[src/rtl/serial_shifter_if.sv]
// serial_shifter_if: request/result bundle between a shift requester and the shifter
interface serial_shifter_if #(
    parameter int WIDTH = 32,
    parameter int SHW   = 5
);
    logic             start;
    logic [1:0]       op;
    logic [WIDTH-1:0] a;
    logic [SHW-1:0]   shamt;
    logic             busy;
    logic             done;
    logic [WIDTH-1:0] y;
    modport master(output start, op, a, shamt, input busy, done, y);
    modport slave(input start, op, a, shamt, output busy, done, y);
endinterface

[src/rtl/serial_shifter.sv]
// serial_shifter: one-bit-per-cycle shifter/rotator with start/busy/done handshake
module serial_shifter #(
    parameter int WIDTH = 32,
    parameter int SHW   = 5
) (
    input logic              clk,
    input logic              reset_n,
    serial_shifter_if.slave  bus
);
    typedef enum logic [1:0] {IDLE, SHIFT, DONE} state_t;
    state_t           state;
    logic [WIDTH-1:0] result;
    logic [WIDTH-1:0] stepped;
    logic [SHW-1:0]   count;
    logic [1:0]       mode;
    logic             busy_flag;
    logic             done_flag;
    // one-bit step of the latched operation: 00 sll, 01 srl, 11 sra, 10 ror
    always_comb begin
        stepped = mode == 2'b00 ? {result[WIDTH-2:0], 1'b0} :
                  mode == 2'b01 ? {1'b0, result[WIDTH-1:1]} :
                  mode == 2'b11 ? {result[WIDTH-1], result[WIDTH-1:1]} :
                                  {result[0], result[WIDTH-1:1]};
    end
    // control FSM with registered busy/done; accepts only from IDLE
    always_ff @(posedge clk) begin
        if (!reset_n) begin
            state     <= IDLE;
            result    <= '0;
            count     <= '0;
            mode      <= 2'b00;
            busy_flag <= 1'b0;
            done_flag <= 1'b0;
        end else begin
            case (state)
                IDLE: if (bus.start) begin
                    result    <= bus.a;
                    mode      <= bus.op;
                    count     <= bus.shamt;
                    busy_flag <= 1'b1;
                    done_flag <= bus.shamt == '0;
                    state     <= bus.shamt == '0 ? DONE : SHIFT;
                end
                SHIFT: begin
                    result <= stepped;
                    if (count != '0) count <= count - SHW'(1);
                    if (count == SHW'(1)) begin
                        state     <= DONE;
                        done_flag <= 1'b1;
                    end
                end
                default: begin
                    state     <= IDLE;
                    busy_flag <= 1'b0;
                    done_flag <= 1'b0;
                end
            endcase
        end
    end
    assign bus.y    = result;
    assign bus.busy = busy_flag;
    assign bus.done = done_flag;
endmodule
[src/flat_wrapper.sv]
// flat-port wrapper written by rule: the top's interface ports become plain ports
module serial_shifter_flat 
#(
    parameter int WIDTH = 32,
    parameter int SHW   = 5
)
  (clk, reset_n, bus_start, bus_op, bus_a, bus_shamt, bus_busy, bus_done, bus_y);
  serial_shifter_if #(.WIDTH(WIDTH), .SHW(SHW)) bus_i ();
  input logic clk;
  input logic reset_n;
  input wire logic [$bits(bus_i.start)-1:0] bus_start;
  input wire logic [$bits(bus_i.op)-1:0] bus_op;
  input wire logic [$bits(bus_i.a)-1:0] bus_a;
  input wire logic [$bits(bus_i.shamt)-1:0] bus_shamt;
  output wire logic [$bits(bus_i.busy)-1:0] bus_busy;
  output wire logic [$bits(bus_i.done)-1:0] bus_done;
  output wire logic [$bits(bus_i.y)-1:0] bus_y;
  assign bus_i.start = bus_start;
  assign bus_i.op = bus_op;
  assign bus_i.a = bus_a;
  assign bus_i.shamt = bus_shamt;
  assign bus_busy = bus_i.busy;
  assign bus_done = bus_i.done;
  assign bus_y = bus_i.y;
  serial_shifter #(.WIDTH(WIDTH), .SHW(SHW)) u_core (.clk(clk), .reset_n(reset_n), .bus(bus_i));
endmodule
[config.mk]
export PLATFORM = sky130hd
export DESIGN_NAME = serial_shifter_flat
export DESIGN_NICKNAME = d
export VERILOG_FILES = /design/src/rtl/serial_shifter_if.sv /design/src/rtl/serial_shifter.sv /design/src/flat_wrapper.sv
export SDC_FILE = /design/constraint.sdc
export NUM_CORES = 1
export LEC_CHECK = 0
export CAP_MARGIN = 5
export CORE_AREA = 5 5 78 80
export CTS_CLUSTER_SIZE = 24
export DETAILED_ROUTE_END_ITERATION = 10
export DIE_AREA = 0 0 83 85
export PLACE_DENSITY = 0.76
export SYNTH_ARGS = -nofsm -noshare
export SYNTH_HDL_FRONTEND = slang
export SYNTH_SLANG_ARGS = --single-unit
[constraint.sdc]
create_clock -name clk -period 2.05 [get_ports clk]
set_input_delay 0.3075 -clock clk [delete_from_list [all_inputs] [get_ports clk]]
set_output_delay 0.3075 -clock clk [all_outputs]
set_load 0.02 [all_outputs]
==> impl_metrics.env, run 1 <==
export IMPL_status="finished, final reports clean"
export IMPL_via_per_inst=5.44
export IMPL_cap_violations=0
export IMPL_final_nets=365
export IMPL_min_period_ps=1760
export IMPL_cp_start_kind="flop"
export IMPL_sw_frac_of_total_pct=32.7
export IMPL_whs_ps=479
export IMPL_cts_root_buf="clkbuf_8"
export IMPL_drtIter0Drc=63
export IMPL_antenna_found_initial=0
export IMPL_total_power_mw=2.38
export IMPL_ir_worst_vdd_v=0.000599
export IMPL_cts_sinks=42
export IMPL_pwr_share_comb_pct=35.5
export IMPL_cp_data_arrival_time_ps=1450
export IMPL_setup_tns_ps=0
export IMPL_period_share_pct=85.7
export IMPL_drive_gt1_share_pct=8.44
export IMPL_clkTransAtPathRegs_ps=70
export IMPL_dieArea_mm2=0.00706
export IMPL_syn_nets=292
export IMPL_drv_slew=0
export IMPL_cts_tree="yes"
export IMPL_endpoint_kind="primary output"
export IMPL_cpPeakStageDelay_ps=670
export IMPL_max_freq_mhz=569
export IMPL_rows=27
export IMPL_synth_cell_types=38
export IMPL_ctsHoldBuffers=0
export IMPL_io_buffers=75
export IMPL_dr_pass1_iters=4
export IMPL_required_ps=1740
export IMPL_setup_viol=0
export IMPL_io_pins=76
export IMPL_cpMaxStageDelayCell="clkdlybuf4s50_1"
export IMPL_crit_chain="clkdlybuf4s50_1"
export IMPL_route_vias_total=2131
export IMPL_hold_viol_final=0
export IMPL_finalClockSkew_ps=2.68
export IMPL_track_usage_pct=15.9
export IMPL_wl_um=5770
export IMPL_cp_top_family="buffers and inverters"
export IMPL_syn_area_per_cell_um2=8.96
export IMPL_cts_setup_buffers=0
export IMPL_hold_path_class="reg -> reg"
export IMPL_htree_levels=2
export IMPL_dp_hpwl_um=4150
export IMPL_clockPowerShare_pct=21.6
export IMPL_dp_slack_ps=188
export IMPL_area_delta_synth_final_pct=42.4
export IMPL_route_detailed_drc=0
export IMPL_setup_ws_ps=294
export IMPL_seqPwrFrac_pct=42.9
export IMPL_syn_inst=248
export IMPL_slew_limit_headroom_pct=66.1
export IMPL_multi_input_area_mm2=0.00128
export IMPL_placed_area_mm2=0.00308
export IMPL_core_mm2=0.00534
export IMPL_initial_core_util_pct=41.6
export IMPL_power_switching_uw=778
export IMPL_synth_warnings=0
export IMPL_ant_nets=0
export IMPL_power_leakage_nw=1.35
export IMPL_power_density_mw_per_mm2=753
export IMPL_die_x_um=83
export IMPL_fillers=506
export IMPL_ys_seq_area_share_pct=37.9
export IMPL_rsz0062_at_grt="no"
export IMPL_gp_congestion=0.840
export IMPL_overflow=0
export IMPL_first_global_vias=1986
export IMPL_intPower_mw=1.60
export IMPL_grt_pass1_wl_um=9530
export IMPL_crit_type="reg -> out"
export IMPL_crit_buf_inv=1
export IMPL_yosys_register_bits=42
export IMPL_cts_buffers=5
export IMPL_cp_max_fo=7
export IMPL_post_cts_resized=0
export IMPL_cts_buffer_depth=2
export IMPL_fin_area_mm2=0.00316
export IMPL_grt_max_degree=49
export IMPL_antenna_cells=0
export IMPL_drt_wirelength_per_cell_um=14.7
export IMPL_tightest_slew_ps=507
export IMPL_die_h_um=85
export IMPL_regArea_um2=841
export IMPL_clkLatencyLatePin_ps=280
export IMPL_syn_area_mm2=0.00222
cells in the final DEF, fill, tap and decap left out, types with 2 or more instances in the layout:
master            n
o211ai_1          2
a22o_1           30
clkbuf_8          6
nand2_1          37
buf_4             8
ha_1              2
o21ai_1           8
mux2i_1          32
a21oi_1           6
o21ai_0          26
buf_12            2
nor2_1            4
a31oi_1           2
nor2b_1           8
clkdlybuf4s50_1  75
inv_1             4
dfxtp_1          42
nor3_1            3
synth_stat cells:
library cell / count / share of area (%)
o2111ai_1: 1 / 0.39
or3_1: 1 / 0.28
a21boi_0: 1 / 0.34
nand2b_1: 1 / 0.28
buf_4: 3 / 1.0
nor2_1: 6 / 1.0
inv_1: 4 / 0.68
o211ai_1: 2 / 0.68
o311ai_0: 1 / 0.39
nor4bb_1: 1 / 0.45
a311oi_1: 1 / 0.39
nor2b_1: 8 / 2.3
a22o_1: 30 / 12
mux2i_1: 32 / 14
a31oi_1: 2 / 0.56
ha_1: 2 / 1.1
clkbuf_1: 7 / 1.2
a32o_1: 1 / 0.45
nor4b_2: 1 / 0.68
a221oi_2: 1 / 0.68
nand2_1: 37 / 6.3
nor3_1: 4 / 0.90
a21oi_1: 6 / 1.4
dfxtp_1: 42 / 38
o21ba_2: 1 / 0.45
and2_1: 1 / 0.28
o21ai_1: 8 / 1.8
o21a_1: 1 / 0.34
nor4b_1: 1 / 0.39
o21ai_2: 1 / 0.39
nand3_1: 1 / 0.23
o21ai_0: 26 / 5.9
o22ai_1: 1 / 0.28
o221a_2: 1 / 0.51
buf_2: 8 / 1.8
nor3b_4: 1 / 0.85
buf_6: 1 / 0.51
o21bai_4: 1 / 0.85
final timing paths:
path / from / to / slack (ps) / cells after the start
max: u_core.bus.done / bus_done / 290 / 1
min reg2reg: u_core.count[1] / u_core.count[1] / 480 / 2
min: u_core.count[1] / u_core.count[1] / 480 / 2
max reg2reg: u_core.state[0] / u_core.bus.y[31] / 300 / 4
cell families after synthesis:
| family | share of synthesized area [%] |
|---|---|
| AOI/OAI and AO/OA | 27.5 |
| adders and majority gates | 1.13 |
| buffers and inverters | 5.18 |
| DFF | 37.9 |
| muxes | 14.4 |
| and+or+nand+nor | 13.9 |
sequential cells by signal, indices dropped and copies added, names as in the netlist:
name             cells
u_core.bus.done      1
u_core.mode          2
u_core.count         5
u_core.bus.busy      1
u_core.bus.y        32
u_core.state         1
layout make-up:
| class | instances | area share, % |
|---|---|---|
| clock buffers | 6 | 2.61 |
| flip-flops and latches | 42 | 26.6 |
| repair buffers | 85 | 26.9 |
| multi-input cells | 183 | 40.6 |
| well taps | 72 | 2.85 |
| inverters | 4 | 0.475 |
metrics by stage:
stage	cells	util, %
6_report	392	59.2
3_3_place_gp	386	57.7
5_1_grt	392	59.2
4_1_cts	392	59.2
3_5_place_dp	386	57.7
2_1_floorplan	248	-
power groups by stage:
stage | clock [mW] | sequential, mW | combinational [mW]
6_report | 0.514 | 1.02 | 0.846
5_1_grt | 0.565 | 1.04 | 0.917
4_1_cts | 0.529 | 1.02 | 0.851
3_5_place_dp | 0 | 1.04 | 0.847
3_3_place_gp | 0 | 1.04 | 0.832
2_1_floorplan | 0 | 1.09 | 0.443
per-layer routing:
metal	vias up	part of all wire [%]	global-route usage (%)
met1	997	48	21.4
met2	70	45	24.9
li1	1055	-	-
met5	-	0	0
met4	0	1.4	5.05
met3	9	5.7	4.27
(Power assumes the default switching activity.)
==> run 2: changes to the inputs <==
--- a/config.mk
+++ b/config.mk
@@ -7,6 +7,7 @@
 export LEC_CHECK = 0
 export CAP_MARGIN = 5
 export CORE_AREA = 5 5 78 80
+export CTS_CLUSTER_DIAMETER = 200
 export CTS_CLUSTER_SIZE = 24
 export DETAILED_ROUTE_END_ITERATION = 10
 export DIE_AREA = 0 0 83 85
==> results of run 2 <==
Same layout as run 1: the final DEF is identical, and so are final timing and power.
